### src/rtl/led_pwm.sv
// rtl/led_pwm.sv - LED PWM driver with synchronised on/off request and optional brightness fade
// Fade ramping is compiled in with `define LED_PWM_FADE_EN; otherwise brightness snaps to target each period.
module led_pwm #(
  parameter int PRESCALE  = 390,
  parameter int FADE_STEP = 4
) (
  input  logic       CLK,
  input  logic       RST_N,
  input  logic       LED_IN,
  input  logic [7:0] DUTY,
  output logic       LED_OUT,
  output logic       BUSY
);

  localparam int PW = (PRESCALE > 1) ? $clog2(PRESCALE) : 1;
  localparam logic [PW-1:0] PRE_MAX = PW'(PRESCALE - 1);

  if (PRESCALE < 1 || FADE_STEP < 1) begin : g_bad_param
    $error("led_pwm: PRESCALE and FADE_STEP must be at least 1");
  end

  logic          lin_m;
  logic          lin_s;
  logic [PW-1:0] pre;
  logic [7:0]    pwm_cnt;
  logic [7:0]    level;
  logic [7:0]    target;
  logic          tick;
  logic          wrap;

  assign tick   = (pre == PRE_MAX);
  assign wrap   = tick && (pwm_cnt == 8'hFF);
  assign target = lin_s ? DUTY : 8'd0;

  always_ff @(posedge CLK or negedge RST_N) begin
    if (!RST_N) begin
      lin_m <= 1'b0;
      lin_s <= 1'b0;
    end else begin
      lin_m <= LED_IN;
      lin_s <= lin_m;
    end
  end

  always_ff @(posedge CLK or negedge RST_N) begin
    if (!RST_N) begin
      pre     <= '0;
      pwm_cnt <= 8'd0;
    end else begin
      pre <= tick ? '0 : pre + 1'b1;
      if (tick) pwm_cnt <= pwm_cnt + 8'd1;
    end
  end

  // level only moves at wrap, so the compare never sees a mid-period change
  always_ff @(posedge CLK or negedge RST_N) begin
    if (!RST_N) LED_OUT <= 1'b0;
    else        LED_OUT <= (pwm_cnt < level);
  end

`ifdef LED_PWM_FADE_EN
  localparam int SW = (FADE_STEP > 1) ? $clog2(FADE_STEP) : 1;
  localparam logic [SW-1:0] STEP_MAX = SW'(FADE_STEP - 1);

  typedef enum logic [1:0] {IDLE, UP, DOWN} state_t;

  state_t        state;
  logic [SW-1:0] step_cnt;

  always_ff @(posedge CLK or negedge RST_N) begin
    if (!RST_N) begin
      state    <= IDLE;
      step_cnt <= '0;
      level    <= 8'd0;
      BUSY     <= 1'b0;
    end else if (wrap) begin
      case (state)
        IDLE: begin
          step_cnt <= '0;
          if (level < target) begin
            state <= UP;
            BUSY  <= 1'b1;
          end else if (level > target) begin
            state <= DOWN;
            BUSY  <= 1'b1;
          end
        end
        UP: begin
          if (target < level) begin
            state    <= DOWN;
            step_cnt <= '0;
          end else if (target == level) begin
            state    <= IDLE;
            BUSY     <= 1'b0;
            step_cnt <= '0;
          end else if (step_cnt == STEP_MAX) begin
            level    <= level + 8'd1;
            step_cnt <= '0;
            if (level + 8'd1 == target) begin
              state <= IDLE;
              BUSY  <= 1'b0;
            end
          end else begin
            step_cnt <= step_cnt + 1'b1;
          end
        end
        DOWN: begin
          if (target > level) begin
            state    <= UP;
            step_cnt <= '0;
          end else if (target == level) begin
            state    <= IDLE;
            BUSY     <= 1'b0;
            step_cnt <= '0;
          end else if (step_cnt == STEP_MAX) begin
            level    <= level - 8'd1;
            step_cnt <= '0;
            if (level - 8'd1 == target) begin
              state <= IDLE;
              BUSY  <= 1'b0;
            end
          end else begin
            step_cnt <= step_cnt + 1'b1;
          end
        end
        default: begin
          state    <= IDLE;
          BUSY     <= 1'b0;
          step_cnt <= '0;
        end
      endcase
    end
  end
`else
  always_ff @(posedge CLK or negedge RST_N) begin
    if (!RST_N) begin
      level <= 8'd0;
      BUSY  <= 1'b0;
    end else begin
      BUSY <= 1'b0;
      if (wrap) level <= target;
    end
  end
`endif

endmodule

### config.mk
export PLATFORM = sky130hd
export DESIGN_NAME = led_pwm
export DESIGN_NICKNAME = d
export VERILOG_FILES = /design/src/rtl/led_pwm.sv
export SDC_FILE = /design/constraint.sdc
export NUM_CORES = 1
export LEC_CHECK = 0
export ABC_AREA = 1
export CORE_MARGIN = 3
export CORE_UTILIZATION = 45
export DETAILED_ROUTE_END_ITERATION = 12
export PLACE_DENSITY_LB_ADDON = 0.12
export SYNTH_ARGS = -nofsm -noshare
export SYNTH_HDL_FRONTEND = slang
export SYNTH_SLANG_ARGS = --single-unit
### constraint.sdc
create_clock -name CLK -period 2.44 [get_ports CLK]
set_input_delay 0.488 -clock CLK [delete_from_list [all_inputs] [get_ports CLK]]
set_output_delay 0.488 -clock CLK [all_outputs]
set_load 0.05 [all_outputs]
==> reports/results.md, run 1 <==
• dfrtp_1 — Synth Flop Type
• 44.4% — sequential cell area fraction in the yosys report
• 202 uV — maximum vdd drop
• 516 MHz — timing-limited maximum frequency
• 0 — hold violation count in the final report
• 0.00539 ns — worst-case clock skew
• 0 — antenna violations before repair
• 1.94 ns — final critical delay including setup and external delays
• clkdlybuf4s50_1 — cell with the biggest individual delay on the critical path
• 0 — Hold-fix buffers, CTS
• 2.18 mm — final HPWL from detailed placement
• lin_m — beginning of the worst hold path
• 2 — Clock Tree Buf Depth
• 0.810 — GP Congestion
• 4 — number of detailed-route iterations in the first pass
• pwm_cnt[1] — start of the worst register-to-register path
• no — unrepaired setup endpoints after global routing
• flop — Critical Path Start Type
• lin_s — Hold EP
• 0 ns — final-layout setup total negative slack
• primary output — CP Capture Type
• 1750 um2 — total non-filler cell area in the finished layout
• dfrtp_1 — largest area contributor in the synthesized netlist
• complete, no violations — result of the run
• 13 — IO Count
• 0 — max-slew violation count
• 29 — pin count of the biggest net entering global routing
• 0.999 nW — Leakage
• 79.5% — share of the clock period used by the worst path
• 65.2 um — vertical die dimension
• nand2_1 — most used standard cell by instance count after synthesis
• 0 — number of enable flip-flop cells after synthesis
• 28 — flip-flop and latch count after synthesis
• 1242 — number of global-route vias before repair
• 0 — DRC Markers
• 0 — warning count from the yosys run
• 224 — net count of the mapped netlist
• 0.90 ns — R2R setup slack
• 1 — H-tree levels
• 238 — number of nets in the layout
• 65.2 um — horizontal die dimension
• 7.77 um2 — synthesized area per cell
• 391 nW/um2 — ratio of total power to cell area
• 3200 um2 — Core Box Area
• 1730 um2 — placement-stage cell area
• 0.79 ns — maximum cell stage delay along the critical path
• level[2] — endpoint of the worst register-to-register path
• 11.3 um — wire per inst
• yes — CTS tree
• 0 — number of cells on the worst hold path
• 0 — CTS-repair resized insts
• 1 — Worst Path Buf+Inv
• 0 — endpoints failing setup
• nand2_1 (65), inv_1 (31), dfrtp_1 (28) — cell types with the highest counts after synthesis
• flop to flop — class of the worst hold path
• 11 — Port Buffers
• 259 — filler-free cell count of the finished design
• clkdlybuf4s50_1 — cells traversed along the worst timing path
• 0.867 ns — worst setup slack after placement
• 1.45 ns — Worst Path Arrival
• 100% — Synth async-reset ratio
• 203 — cell count after synthesis
• 44.4% — share of the synthesized area in the top cell type
• 28 — CTS sink cnt
• 0.14 ns — Reg clk slew, reported paths
• 0 — number of routed nets with antenna violations
• 11.1% — layout overhead on the synthesized area
• 24 — Unique masters post-synth
• buffers and inverters — Top delay family on crit path
• 4.90 — via density per instance
• 1.95 ns — data required time of the worst path
• 1268 — count of vias placed by the detailed router
• 0 — number of buffers added for setup after CTS
• 2.91 mm — sum of routed wire length over all layers
• clkbuf_4 — Root Buffer
• 1 — Crit Path Max Fanout
• flop to primary output — WS Path Type
• 4250 um2 — die outline area
• 49.3% — starting density of the core
• 58 — initial detailed-routing violation count
• dfrtp_1 (44%), nand2_1 (15%), ha_1 (7.9%) — leading post-synthesis cells by cell area
• 0.000686 W — total power
• 3 — number of clock buffers inserted by TritonCTS
• 20 — placement row count
• 5.20 mm — wire length of the first global-routing pass
• 256 — DP Cell Count
• 0.501 ns — final setup slack of the worst path
• 0.32 ns — Clock Latency Late Sink
• 0 — count of max-cap constraint violations
• 0 — sum of overflow across all layers after global routing
• 15.3% — overall global routing resource usage
• 7 — depth of the worst register-to-register path
• 0 — number of antenna repair diodes
• 1580 um2 — area of the mapped netlist
• 6.51% — layout cells sized above 1
## cells in the final DEF (no fill, tap or decap), drive strengths merged
cell type / Yosys / final
o21ai: 6 / 6
conb: 1 / 1
nand3b: 4 / 4
dfrtp: 28 / 28
nand4: 12 / 12
xor2: 3 / 3
ha: 10 / 10
nor2: 19 / 19
clkinv: 1 / 1
a21oi: 9 / 9
clkdlybuf4s50: 0 / 11
inv: 32 / 32
buf: 3 / 2
nor3: 1 / 1
nand3: 6 / 6
nand2: 67 / 67
clkbuf: 1 / 3
## per-stage QoR
| step | hold slack (ns) | utilization (%) |
|---|---|---|
| finish | 0.370 | 54.7 |
| CTS | 0.373 | 54.7 |
| global placement | 0.338 | 54.0 |
| detailed placement | 0.341 | 54.0 |
| floorplan | 0.192 | - |
| global route | 0.379 | 54.7 |
## flip-flops by register name, indices dropped and copies added (netlist names)
register,count
lin_m,1
level,8
lin_s,1
LED_OUT,1
pre,9
pwm_cnt,8
## worst max-delay path by stage
stage / to / cells past startpoint / slack [ns] / start
2_1_floorplan: level[0] / 7 / 1.18 / pre[1]
3_3_place_gp: LED_OUT / 1 / 0.86 / LED_OUT
3_5_place_dp: LED_OUT / 1 / 0.87 / LED_OUT
4_1_cts: LED_OUT / 1 / 0.49 / LED_OUT
5_1_grt: LED_OUT / 1 / 0.43 / LED_OUT
6_report: LED_OUT / 1 / 0.50 / LED_OUT
## report_power, final
group          switching (W)  total [W]  leakage, nW  internal [W]
logic              0.0000170  0.0000339        0.660     0.0000170
registers         0.00000185   0.000468        0.325      0.000466
clock network       0.000127   0.000184       0.0138     0.0000578
## metal layers
layer / part of all wire [%] / GRT usage [%] / vias to the layer above
li1: - / - / 661
met2: 52 / 28.4 / 13
met5: 0 / 0 / -
met4: 0.79 / 3.89 / 0
met3: 2.3 / 2.74 / 4
met1: 45 / 17.9 / 590
## kinds of logic after synthesis
kind of cell | synth area share, %
XOR/XNOR | 1.67
flip-flops | 44.4
other | 0.238
buffers and inverters | 9.59
AND/OR/NAND/NOR | 31.4
AO/OA/AOI/OAI | 4.76
adder cells (fa/ha/maj) | 7.93
## final cells by class
type                    instances  area [um2]
repair buffers                 13         125
flip-flops and latches         28         701
clock buffers                   3        22.5
multi-input cells             138         726
inverters                      33         124
well taps                      44        55.1
fillers                       342        1450
Note: power is estimated with default switching activity, not from simulation.
==> run 2, diff against run 1 <==
- clock period: 2.44 -> 1.91 ns (I/O delays scaled with it)
==> run 2 against run 1 <==
Against the previous run: combinational power is 29% higher; power is 36% higher; global-route usage is 0.20 points higher; clock-buffer cell count is 1 higher; sequential cell count stayed put; highest routed layer unchanged.
==> reports/results.md, run 2 (synthesized netlist as in run 1, its figures left out) <==
• nand2_1 — commonest non-fill, non-tap cell in the layout
• 3200 um2 — Core Box Area
• 15.5% — overall global routing resource usage
• 20 — placement row count
• 0 — endpoints failing setup
• 28 — CTS sink cnt
• 1 — Worst Path Buf+Inv
• 673 MHz — timing-limited maximum frequency
• 2.14 mm — final HPWL from detailed placement
• 2.05% — M3 GR Usage
• flop to flop — WS Path Type
• nand2_1 (65), inv_1 (31), dfrtp_1 (28) — most frequent cells in the layout
• 20.5% — met1 routing resource usage after global routing
• 2 — Clock Tree Buf Depth
• 528 nW/um2 — ratio of total power to cell area
• 0 — number of antenna repair diodes
• 0 — hold violation count in the final report
• level[5] — endpoint of the worst register-to-register path
• 0.15 ns — Reg clk slew, reported paths
• 5.25 mm — wire length of the first global-routing pass
• 21.5% — Switching Share
• 1 — H-tree levels
• yes — CTS tree
• 26.2% — global routing met2 resource utilization
• 2.89 mm — sum of routed wire length over all layers
• 0.42 ns — R2R setup slack
• 11.1 um — wire per inst
• 17 — Crit Path Max Fanout
• 11 — Port Buffers
• 0 — count of max-cap constraint violations
• 4.87 — via density per instance
• 0.33 ns — Clock Latency Late Sink
• 13 — IO Count
• flop to flop — class of the worst hold path
• 31.4% — clock network power share
• 0 — antenna violations before repair
• 0.739 — GP Congestion
• 77.8% — share of the clock period used by the worst path
• 0.000734 W — Pint
• pre[1] — worst setup path startpoint
• met2 — layer carrying the most global-route usage
• 0.507 ns — Tightest Pin Transition
• 0 ns — final-layout setup total negative slack
• 0.423 ns — worst setup slack after placement
• 1.01 nW — Leakage
• 0 — number of cells on the worst hold path
• flop — CP Capture Type
• complete, no violations — result of the run
• 0 — number of routed nets with antenna violations
• lin_m — beginning of the worst hold path
• 1266 — count of vias placed by the detailed router
• 29 — pin count of the biggest net entering global routing
• no — unrepaired setup endpoints after global routing
• 64.0% — register share of total power
• 1.77 ns — Worst Path Arrival
• 66.1% — remaining max-slew budget at the tightest pin
• flop — Critical Path Start Type
• 6 — depth of the worst register-to-register path
• pre[1] — start of the worst register-to-register path
• 65.2 um — vertical die dimension
• dfrtp_1 — cell with the biggest individual delay on the critical path
• 1187 — number of global-route vias before repair
• 0.000201 W — sw power
• pre — register name with the most flops
• 65.2 um — horizontal die dimension
• 0 — max-slew violation count
• 1730 um2 — placement-stage cell area
• 0.00631 ns — worst-case clock skew
• 3 — number of clock buffers inserted by TritonCTS
• 4 — number of detailed-route iterations in the first pass
• clkbuf_4 — Root Buffer
• lin_s — Hold EP
• 334 — fillcell total
• inv_1, ha_1, nand4_2, nor2_4, nand4_1, nand2_1 — cells traversed along the worst timing path
• 332 uV — maximum vdd drop
• 2.20 ns — data required time of the worst path
• 0 — sum of overflow across all layers after global routing
• 0.000935 W — total power
• 1.49 ns — final critical delay including setup and external delays
• 0.43 ns — maximum cell stage delay along the critical path
• 4.7% — proportion of power drawn by combinational gates
• simple AND/OR/NAND/NOR gates — Top delay family on crit path
• 42 — initial detailed-routing violation count
• 12.1% — layout overhead on the synthesized area
• 9 — max FFs per register
• 0.424 ns — final setup slack of the worst path
• 6.94% — layout cells sized above 1
• 0.378 ns — hold_ws
• 1770 um2 — total non-filler cell area in the finished layout
• 4250 um2 — die outline area
• pre (9), level (8), pwm_cnt (8) — Regs by FF count
• 49.3% — starting density of the core
• 0 — DRC Markers
• 238 — number of nets in the layout
[run 2: stage by stage]
| step | cells | util (%) |
|---|---|---|
| 2_1_floorplan | 203 | - |
| 3_3_place_gp | 256 | 54.0 |
| 3_5_place_dp | 256 | 54.0 |
| 4_1_cts | 260 | 55.2 |
| 5_1_grt | 260 | 55.2 |
| 6_report | 260 | 55.2 |
[run 2: how the worst max path moves through the flow]
stage,endpoint,slack (ns),cells past startpoint
5_1_grt,level[6],0.28,7
6_report,level[5],0.42,6
3_3_place_gp,LED_OUT,0.43,1
4_1_cts,LED_OUT,0.03,1
2_1_floorplan,level[0],0.65,7
3_5_place_dp,LED_OUT,0.42,1
[run 2: layout make-up]
cell class	count	area, um2	share of cell area (%)
multi-input combinational	138	726	41.0
inverter	33	124	7.00
clock buffer	4	36.3	2.05
tap	44	55.1	3.11
sequential	28	701	39.6
timing repair buffer	13	128	7.21
[run 2: layer usage]
layer	wire length, um	up-vias
met5	0	-
li1	-	662
met3	60	5
met4	43	0
met2	1350	11
met1	1430	588
[run 2: power by group through the flow]
stage               clock, W  combinational, W  sequential (W)
finish              0.000293         0.0000437        0.000598
global route        0.000334         0.0000498        0.000599
CTS                 0.000302         0.0000449        0.000598
detailed placement         0         0.0000449        0.000609
global placement           0         0.0000440        0.000608
floorplan                  0         0.0000140        0.000607
[run 2: what timing repair did]
action                                 4_1_cts  5_1_grt
hold buffers                                 0        0
setup buffers                                0        0
setup endpoints to repair                    0        1
endpoints found under the hold margin        0        0
resized for setup                            0        1
